--- src/rtl/uart_rx_deframer_if.sv ---
// Stream bundle for the UART receiver: configuration input stream and character output stream.
interface uart_rx_deframer_if;
  logic [23:0] s_axis_config_tdata;
  logic        s_axis_config_tvalid;
  logic        s_axis_config_tready;
  logic [15:0] m_axis_tdata;
  logic [2:0]  m_axis_tuser;
  logic        m_axis_tvalid;
  logic        m_axis_tready;

  modport master (
    input  s_axis_config_tdata, s_axis_config_tvalid, m_axis_tready,
    output s_axis_config_tready, m_axis_tdata, m_axis_tuser, m_axis_tvalid
  );

  modport slave (
    output s_axis_config_tdata, s_axis_config_tvalid, m_axis_tready,
    input  s_axis_config_tready, m_axis_tdata, m_axis_tuser, m_axis_tvalid
  );
endinterface

--- src/rtl/uart_rx_deframer.sv ---
// UART receiver: synchronises rxd, samples mid-bit, checks parity/stop and delivers
// each character with error flags through a one-deep AXI-Stream output register.
module uart_rx_deframer #(
  parameter int unsigned BAUD_PRESCALER = 12,
  parameter int unsigned PARITY         = 0,
  parameter int unsigned BYTE_SIZE      = 8,
  parameter int unsigned STOP_BITS      = 0
) (
  input  logic               aclk,
  input  logic               aresetn,
  uart_rx_deframer_if.master axis,
  input  logic               rxd,
  output logic               rtsn
);
  typedef enum logic [2:0] {S_IDLE, S_START, S_DATA, S_PARITY, S_STOP} state_e;

  state_e      state_q, state_d;
  logic        meta_q, meta_d, rxs_q, rxs_d, rxs_prev_q, rxs_prev_d;
  logic [1:0]  real_q, real_d;
  logic        armed_q, armed_d;
  logic [15:0] presc_q, presc_d;
  logic [2:0]  par_mode_q, par_mode_d;
  logic [3:0]  size_q, size_d;
  logic        stop2_q, stop2_d;
  logic [15:0] cnt_q, cnt_d;
  logic [3:0]  bit_q, bit_d;
  logic [15:0] shreg_q, shreg_d;
  logic        run_par_q, run_par_d, par_err_q, par_err_d, frm_err_q, frm_err_d;
  logic        stop_idx_q, stop_idx_d, commit_q, commit_d;
  logic [15:0] tdata_q, tdata_d;
  logic [2:0]  tuser_q, tuser_d;
  logic        tvalid_q, tvalid_d, overrun_q, overrun_d, rtsn_q, rtsn_d;

  logic        fall, strobe, cfg_acc, par_en, exp_par;
  logic [15:0] cnt_dec, eff_presc;
  logic [3:0]  size_eff;

  always_comb begin
    meta_d     = rxd;
    rxs_d      = meta_q;
    rxs_prev_d = rxs_q;
    // real_q[1] marks rxs_q as carrying a genuine rxd sample rather than the reset value;
    // a start is only accepted once the line has been seen high after reset.
    real_d     = {real_q[0], 1'b1};
    armed_d    = armed_q | (real_q[1] & rxs_q);
    fall       = armed_q & rxs_prev_q & ~rxs_q;

    cfg_acc    = axis.s_axis_config_tvalid && (state_q == S_IDLE);
    eff_presc  = cfg_acc ? axis.s_axis_config_tdata[15:0] : presc_q;
    size_eff   = (size_q == 4'd0) ? 4'd8 : size_q;
    par_en     = (par_mode_q != 3'd0) && (par_mode_q <= 3'd4);
    cnt_dec    = cnt_q - 16'd1;
    strobe     = (state_q != S_IDLE) && (cnt_dec == '0);

    case (par_mode_q)
      3'd1:    exp_par = run_par_q;
      3'd2:    exp_par = ~run_par_q;
      3'd3:    exp_par = 1'b1;
      default: exp_par = 1'b0;
    endcase

    state_d    = state_q;
    presc_d    = presc_q;
    par_mode_d = par_mode_q;
    size_d     = size_q;
    stop2_d    = stop2_q;
    cnt_d      = (state_q == S_IDLE) ? cnt_q : cnt_dec;
    bit_d      = bit_q;
    shreg_d    = shreg_q;
    run_par_d  = run_par_q;
    par_err_d  = par_err_q;
    frm_err_d  = frm_err_q;
    stop_idx_d = stop_idx_q;
    commit_d   = 1'b0;
    tdata_d    = tdata_q;
    tuser_d    = tuser_q;
    tvalid_d   = tvalid_q;
    overrun_d  = overrun_q;
    rtsn_d     = tvalid_q;

    if (cfg_acc) begin
      presc_d    = axis.s_axis_config_tdata[15:0];
      par_mode_d = axis.s_axis_config_tdata[18:16];
      size_d     = axis.s_axis_config_tdata[22:19];
      stop2_d    = axis.s_axis_config_tdata[23];
    end

    case (state_q)
      S_IDLE: begin
        if (fall) begin
          cnt_d   = eff_presc >> 1;
          state_d = S_START;
        end
      end
      S_START: begin
        if (strobe) begin
          if (rxs_q) begin
            state_d = S_IDLE;
          end else begin
            cnt_d      = presc_q;
            bit_d      = '0;
            shreg_d    = '0;
            run_par_d  = 1'b0;
            par_err_d  = 1'b0;
            frm_err_d  = 1'b0;
            stop_idx_d = 1'b0;
            state_d    = S_DATA;
          end
        end
      end
      S_DATA: begin
        if (strobe) begin
          cnt_d          = presc_q;
          shreg_d[bit_q] = rxs_q;
          run_par_d      = run_par_q ^ rxs_q;
          bit_d          = bit_q + 4'd1;
          if (bit_q + 4'd1 == size_eff) state_d = par_en ? S_PARITY : S_STOP;
        end
      end
      S_PARITY: begin
        if (strobe) begin
          cnt_d     = presc_q;
          par_err_d = (rxs_q != exp_par);
          state_d   = S_STOP;
        end
      end
      S_STOP: begin
        if (strobe) begin
          if (!rxs_q) frm_err_d = 1'b1;
          if (stop2_q && !stop_idx_q) begin
            stop_idx_d = 1'b1;
            cnt_d      = presc_q;
          end else begin
            commit_d = 1'b1;
            state_d  = S_IDLE;
          end
        end
      end
      default: state_d = S_IDLE;
    endcase

    // A commit and an accept in the same cycle reload the register without a bubble.
    if (commit_q) begin
      if (!tvalid_q || axis.m_axis_tready) begin
        tdata_d   = shreg_q;
        tuser_d   = {overrun_q, frm_err_q, par_err_q};
        tvalid_d  = 1'b1;
        overrun_d = 1'b0;
      end else begin
        overrun_d = 1'b1;
      end
    end else if (tvalid_q && axis.m_axis_tready) begin
      tvalid_d = 1'b0;
    end
  end

  always_ff @(posedge aclk or negedge aresetn) begin
    if (!aresetn) begin
      state_q    <= S_IDLE;
      meta_q     <= 1'b1;
      rxs_q      <= 1'b1;
      rxs_prev_q <= 1'b1;
      real_q     <= '0;
      armed_q    <= 1'b0;
      presc_q    <= 16'(BAUD_PRESCALER);
      par_mode_q <= 3'(PARITY);
      size_q     <= 4'(BYTE_SIZE);
      stop2_q    <= (STOP_BITS != 0);
      cnt_q      <= '0;
      bit_q      <= '0;
      shreg_q    <= '0;
      run_par_q  <= 1'b0;
      par_err_q  <= 1'b0;
      frm_err_q  <= 1'b0;
      stop_idx_q <= 1'b0;
      commit_q   <= 1'b0;
      tdata_q    <= '0;
      tuser_q    <= '0;
      tvalid_q   <= 1'b0;
      overrun_q  <= 1'b0;
      rtsn_q     <= 1'b1;
    end else begin
      state_q    <= state_d;
      meta_q     <= meta_d;
      rxs_q      <= rxs_d;
      rxs_prev_q <= rxs_prev_d;
      real_q     <= real_d;
      armed_q    <= armed_d;
      presc_q    <= presc_d;
      par_mode_q <= par_mode_d;
      size_q     <= size_d;
      stop2_q    <= stop2_d;
      cnt_q      <= cnt_d;
      bit_q      <= bit_d;
      shreg_q    <= shreg_d;
      run_par_q  <= run_par_d;
      par_err_q  <= par_err_d;
      frm_err_q  <= frm_err_d;
      stop_idx_q <= stop_idx_d;
      commit_q   <= commit_d;
      tdata_q    <= tdata_d;
      tuser_q    <= tuser_d;
      tvalid_q   <= tvalid_d;
      overrun_q  <= overrun_d;
      rtsn_q     <= rtsn_d;
    end
  end

  assign axis.s_axis_config_tready = (state_q == S_IDLE);
  assign axis.m_axis_tdata         = tdata_q;
  assign axis.m_axis_tuser         = tuser_q;
  assign axis.m_axis_tvalid        = tvalid_q;
  assign rtsn                      = rtsn_q;
endmodule

--- src/flat_wrapper.sv ---
// flat-port wrapper written by rule: the top's interface ports become plain ports
module uart_rx_deframer_flat 
#(
  parameter int unsigned BAUD_PRESCALER = 12,
  parameter int unsigned PARITY         = 0,
  parameter int unsigned BYTE_SIZE      = 8,
  parameter int unsigned STOP_BITS      = 0
)
  (aclk, aresetn, rxd, rtsn, axis_s_axis_config_tdata, axis_s_axis_config_tvalid, axis_m_axis_tready, axis_s_axis_config_tready, axis_m_axis_tdata, axis_m_axis_tuser, axis_m_axis_tvalid);
  uart_rx_deframer_if axis_i ();
  input  logic aclk;
  input  logic aresetn;
  input  logic rxd;
  output logic rtsn;
  input wire logic [$bits(axis_i.s_axis_config_tdata)-1:0] axis_s_axis_config_tdata;
  input wire logic [$bits(axis_i.s_axis_config_tvalid)-1:0] axis_s_axis_config_tvalid;
  input wire logic [$bits(axis_i.m_axis_tready)-1:0] axis_m_axis_tready;
  output wire logic [$bits(axis_i.s_axis_config_tready)-1:0] axis_s_axis_config_tready;
  output wire logic [$bits(axis_i.m_axis_tdata)-1:0] axis_m_axis_tdata;
  output wire logic [$bits(axis_i.m_axis_tuser)-1:0] axis_m_axis_tuser;
  output wire logic [$bits(axis_i.m_axis_tvalid)-1:0] axis_m_axis_tvalid;
  assign axis_i.s_axis_config_tdata = axis_s_axis_config_tdata;
  assign axis_i.s_axis_config_tvalid = axis_s_axis_config_tvalid;
  assign axis_i.m_axis_tready = axis_m_axis_tready;
  assign axis_s_axis_config_tready = axis_i.s_axis_config_tready;
  assign axis_m_axis_tdata = axis_i.m_axis_tdata;
  assign axis_m_axis_tuser = axis_i.m_axis_tuser;
  assign axis_m_axis_tvalid = axis_i.m_axis_tvalid;
  uart_rx_deframer #(.BAUD_PRESCALER(BAUD_PRESCALER), .PARITY(PARITY), .BYTE_SIZE(BYTE_SIZE), .STOP_BITS(STOP_BITS)) u_core (.aclk(aclk), .aresetn(aresetn), .axis(axis_i), .rxd(rxd), .rtsn(rtsn));
endmodule
--- config.mk ---
export PLATFORM = sky130hd
export DESIGN_NAME = uart_rx_deframer_flat
export DESIGN_NICKNAME = d
export VERILOG_FILES = /design/src/rtl/uart_rx_deframer_if.sv /design/src/rtl/uart_rx_deframer.sv /design/src/flat_wrapper.sv
export SDC_FILE = /design/constraint.sdc
export NUM_CORES = 1
export LEC_CHECK = 0
export BUFFER_PORTS_ARGS = -buffer_cell sky130_fd_sc_hd__buf_4
export CORE_ASPECT_RATIO = 2
export CORE_MARGIN = 3
export CORE_UTILIZATION = 59
export CTS_CLUSTER_SIZE = 14
export DETAILED_ROUTE_END_ITERATION = 8
export GPL_TIMING_DRIVEN = 0
export PLACE_DENSITY_LB_ADDON = 0.05
export SLEW_MARGIN = 20
export SYNTH_ARGS = -nofsm -noshare
export SYNTH_HDL_FRONTEND = slang
export SYNTH_SLANG_ARGS = --single-unit
--- constraint.sdc ---
create_clock -name aclk -period 4 [get_ports aclk]
set_clock_uncertainty 0.1 [all_clocks]
set_input_delay 1.2 -clock aclk [delete_from_list [all_inputs] [get_ports aclk]]
set_output_delay 1.2 -clock aclk [all_outputs]
set_load 0.02 [all_outputs]
**After elaboration in Yosys (flattened, before gate mapping)**

Cells that the tools add are included.

- Multiplexer cells: 51
- Shift-type cells: 0
- $mul: 0
- $lt $le $gt $ge: 3
- $add $sub $neg: 2
- Equal/unequal tests: 20
- Bitwise operators: 7
- Reduce and logical (&&, ||, !) cells: 26
- Div/mod/pow operators: 0

Operators with widths:

| operator | count |
|---|---|
| $mux 16 | 11 |
| $pmux 16 s4 | 1 |
| $pmux 16 s2 | 1 |
| $mux 3 | 8 |
| $bwmux 16 | 1 |
| $logic_not 16->1 | 1 |
| $mux 1 | 16 |
| $mux 4 | 4 |
| $sub 16x1->16 const B | 1 |
| $pmux 3 s5 | 1 |
| $ne 2x1->1 const B | 7 |
| $eq 3x2->1 const B | 4 |
| $reduce_and 5->1 | 2 |
| $ne 2x2->1 const B | 4 |
| $pmux 1 s2 | 4 |
| $pmux 4 s2 | 1 |
| $reduce_and 4->1 | 2 |
| $reduce_bool 2->1 | 4 |
| $reduce_and 7->1 | 1 |
| $eq 3x1->1 const B | 2 |
| $logic_and 1x1->1 | 6 |
| $reduce_bool 3->1 | 2 |
| $lt 4x5->1 const B | 1 |
| $add 4x1->4 const B | 1 |
| other kinds (18) | 23 |

- ROM bits: 0
- Memories: 0
- Flip-flop bits (word level): 96
- Latch bits: 0
- Bits of input ports: 29
- Logic and storage cells: 133
- Bits in writable memories: 0

**Longest topological paths before layout**

- Depth in word-level cells: 7
- Gate-level depth with buffers: 14
- Mapped depth without buffers: 10

**Worst setup path before layout**

No wires, ideal clock.

- Path kind: register -> register
- Start point: register u_core.cnt_q[0]
- End point: register u_core.shreg_q[7]
- Stages on the path, launching flop included: 14
- Data required time: 3.778 ns
- Arrival time: 2.871 ns
- Path slack: 0.908 ns
- Path buffers: 3
- Clock period less this slack: 3.092 ns
- Cell sequence: dfrtp_1 > clkbuf_1 > inv_1 > ha_1 > or4b_1 > buf_2 > nor4_4 > xnor2_1 > and4_1 > buf_6 > nand3_1 > nor2_1 > nand2_1 > a32o_1

- Longest elaborated chain between the ends: 5

Ends and longest elaborated chain:

| item | RTL line | RTL |
|---|---|---|
| start: declaration | uart_rx_deframer.sv:25 | `logic [15:0] cnt_q, cnt_d;` |
| start signal: assignment | uart_rx_deframer.sv:193 | `cnt_q <= cnt_d;` |
| $sub 16x1->16 * | uart_rx_deframer.sv:52 | `cnt_dec = cnt_q - 16'd1;` |
| $logic_not 16->1 * | uart_rx_deframer.sv:53 | `strobe = (state_q != S_IDLE) && (cnt_dec == '0);` |
| $logic_and 1x1->1 * | uart_rx_deframer.sv:53 |  |
| $ne 2x1->1 (no source line) | -- |  |
| $reduce_and 4->1 (no source line) * | -- |  |
| end signal: assignment | uart_rx_deframer.sv:195 | `shreg_q <= shreg_d;` |
| end: declaration | uart_rx_deframer.sv:27 | `logic [15:0] shreg_q, shreg_d;` |

Mark *: on every way between the ends. The rest lies on a longest branch, timed or not.
A chain may end at the register's enable or synchronous reset.

**Worst setup path after layout**

- Start point: register u_core.state_q[1]
- End point: output port axis_s_axis_config_tready

- Longest elaborated chain between the ends: 1

Ends and longest elaborated chain:

| item | RTL line | RTL |
|---|---|---|
| start: declaration | uart_rx_deframer.sv:17 | `state_e state_q, state_d;` |
| start signal: assignment | uart_rx_deframer.sv:183 | `state_q <= state_d;` |
| $logic_not 3->1 | uart_rx_deframer.sv:209 | `assign axis.s_axis_config_tready = (state_q == S_IDLE);` |
| end: declaration | flat_wrapper.sv:18 | `output wire logic [$bits(axis_i.s_axis_config_tready)-1:0] axis_s_axis_config_tready;` |

Every way passes these cells.

==> reports/results.ini <==
[job]
cap_violations = 0

[detailed_routing]
ant_nets = 0
drt-initial-drc-count = 292
vias_per_cell = 6.35
wire_per_inst_microns = 20.7
drc_errors = 0
wl_microns = 13100
firstDrtPassIters = 5
vias = 4023

[global_routing]
grt_util_all_layers_pct = 28.7
antenna_found_initial = 0
grt_overflow_total = 0
grt_pass1_vias = 4166
grt_pass1_wl_microns = 21000
grt_start_max_net_pins = 97

[pwr]
internal-power_mw = 2.31
p_sw_mw = 1.44
combPwrFrac_pct = 37.4
p_clk_share_pct = 23.7
p_per_area_nw_per_um2 = 648
ir_worst_vdd_v = 0.000584
leakage_nw = 2.54
pwr-share-seq_pct = 38.9
p_sw_share_pct = 38.4

[floorplan]
core_area_sq_um = 8060
fp.dieH_microns = 136
num_rows = 46
io_pins = 51
initial_core_util_pct = 61.6
fp.dieArea_sq_um = 9620
die_x_microns = 70.9

[synthesis]
synth_nets = 507
synth_seq_area_share_pct = 48.6
synth-edff-count = 0
synth_seq_cells = 96
syn-cell-area_sq_um = 4970
async_reset_ff_share_pct = 100
yosys.area.top_type = dfrtp_1
synth_warnings = 0
ys.flop_type = dfrtp_1
synth_area_leaders = dfrtp_1 (45%), mux2_2 (10%), dfstp_2 (3.7%)
synth_cell_types = 65
avgSynthCellArea_sq_um = 10.5
synth_top_area_share_pct = 44.8
synthCells = 472

[cts]
cts.sinks = 96
clk_latency_ps = 350
root_buffer = clkbuf_16
cts_buffers = 9
cts_buffer_depth = 2
cts_tree = built
cts-htree-levels = 3
path_clk_slew_ps = 70

[timing]
finalSetupViolCount = 0
hold_viol = 0
min_period_ps = 3840
tightest_slew_ps = 950
drv_slew = 0
slew-limit-headroom_pct = 36.5
fin_tns_setup_ps = 0
rsz0062_at_grt = false
finalCritPeriodShare_pct = 95.9
clock.fmax_ghz = 0.261

[cells_and_area]
utilization_pct = 71.7
diodes = 0
drive_gt1_share_pct = 25.5
nets = 568
area_growth_pct = 16.4

[worst_setup_path]
critPathRequiredTime_ps = 2700
r2r_cells = 12
worstPathArrival_ps = 2540
end_kind = output pin
crit_path_start_kind = register
criticalPathCategory = reg -> out
cp_max_fo = 10

[status]
status = finished clean

[placement]
hpwl_microns = 9740
gp_congestion = 0.958
io_buffer_count = 50

[worst_hold_path]
hold_depth = 0
hp-class = reg -> reg

==> cells by family (layout without fill, tap and decap cells) <==
family | count (synthesis) | after routing | share of synthesized area [%]
AND/OR/NAND/NOR | 156 | 156 | 17.2
flip-flops | 96 | 96 | 48.6
XOR/XNOR | 18 | 18 | 3.17
AO/OA/AOI/OAI | 106 | 106 | 14.3
other | 1 | 1 | 0.0755
buffers and inverters | 36 | 102 | 3.38
multiplexers | 53 | 53 | 11.8
adder cells (fa/ha/maj) | 6 | 6 | 1.51
==> placed cells by master, fill, tap and decap left out, types with 3 or more instances in the layout <==
master and count:
a211oi_1 7, a21o_1 6, a21oi_1 21, a22o_1 3
a22oi_1 3, a31oi_1 6, a32o_1 5, and3_1 4
buf_1 3, buf_4 49, buf_6 5, clkbuf_1 20
clkbuf_16 9, dfrtp_1 89, dfstp_2 7, ha_1 6
inv_1 8, mux2_2 45, mux2i_1 8, nand2_1 40
nand2b_1 6, nand3_1 19, nand4_1 7, nor2_1 28
nor2b_1 3, nor3_1 19, nor4_1 3, o211ai_1 4
o21a_1 3, o21ai_0 25, o22ai_1 3, o31ai_1 4
or2_2 3, or3_1 4, xnor2_1 7, xor2_1 11
==> power groups by stage <==
stage                     Sequential (mW)  Combinational [mW]  Clock (mW)
after CTS                            1.45                1.38       0.901
after detailed placement             1.46                1.37           0
final                                1.46                1.40       0.888
after global placement               1.45                1.34           0
after global routing                 1.49                1.54       0.927
after floorplan                      1.38                1.04           0
==> per-stage QoR <==
step	worst slack, ps	cells	total power [mW]	hold WS, ps	area, sq um
2_1_floorplan	908	472	2.42	231	4970
3_3_place_gp	118	618	2.79	235	5460
3_5_place_dp	82.5	618	2.84	242	5470
4_1_cts	200	634	3.73	258	5770
5_1_grt	2.14	634	3.95	263	5780
6_report	165	634	3.74	256	5780
==> worst paths after layout <==
kind	from	slack [ps]	endpoint
worst max-delay path	u_core.state_q[1]$_DFFE_PN0P_	160	axis_s_axis_config_tready
worst min-delay path	u_core.real_q[0]$_DFF_PN0_	260	u_core.real_q[1]$_DFF_PN0_
worst max register to register	u_core.cnt_q[0]$_DFF_PN0_	330	u_core.shreg_q[2]$_DFFE_PN0P_
worst min register to register	u_core.real_q[0]$_DFF_PN0_	260	u_core.real_q[1]$_DFF_PN0_
max in group asynchronous	aresetn	2400	u_core.par_mode_q[1]$_DFFE_PN0P_
min in group asynchronous	aresetn	830	u_core.axis.m_axis_tdata[0]$_DFFE_PN0P_
==> flip-flops by register name (all words and copies together), names as in the netlist, 2 cells and up <==
register                  count
u_core.axis.m_axis_tdata     16
u_core.cnt_q                 16
u_core.presc_q               16
u_core.shreg_q               16
u_core.bit_q                  4
u_core.size_q                 4
u_core.axis.m_axis_tuser      3
u_core.par_mode_q             3
u_core.state_q                3
u_core.real_q                 2
==> timing repair <==
| item | CTS | global route |
|---|---|---|
| hold endpoints to repair | 0 | 0 |
| setup endpoints to repair | 0 | 4 |
| buffers inserted | 0 | 0 |
| gates resized for setup | 0 | 1 |
| hold buffers | 0 | 0 |
==> final cells by class <==
class	count	area, sq um
Buffer	28	138
Clock buffer	11	243
Clock inverter	5	63.8
Fill cell	605	2280
Inverter	8	30.0
Multi-Input combinational cell	340	2390
Sequential cell	96	2410
Tap cell	96	120
Timing Repair Buffer	50	379
==> Yosys cell counts, drive strengths merged, types with 4 or more instances <==
cell and count:
ha 6, dfstp 7, buf 9, o31ai 4, inv 8, xor2 11
nand4 7, mux2 45, nand2b 6, o211ai 4, mux2i 8, nor4 4
a21o 6, or3 4, o21ai 26, nand3 19, xnor2 7, dfrtp 89
a21oi 21, and3 5, nor2 30, clkbuf 19, a32o 5, nor4b 4
nand2 41, a211oi 7, nor3 20, a31oi 6
==> critical path: stages, from the launching register on <==
cell and delay, ps:
dfrtp_1 440, nor2_1 320, nand2_1 320, inv_1 400
clkbuf_1 470, buf_4 240
==> metal layers <==
metal / track usage [%] / up-vias / part of all wire (%)
met4: 18.7 / 0 / 5.8
met5: 0 / - / 0
met3: 3.42 / 48 / 3.3
li1: - / 1851 / -
met2: 55.1 / 134 / 58
met1: 27.6 / 1990 / 33
(Power assumes the default switching activity.)
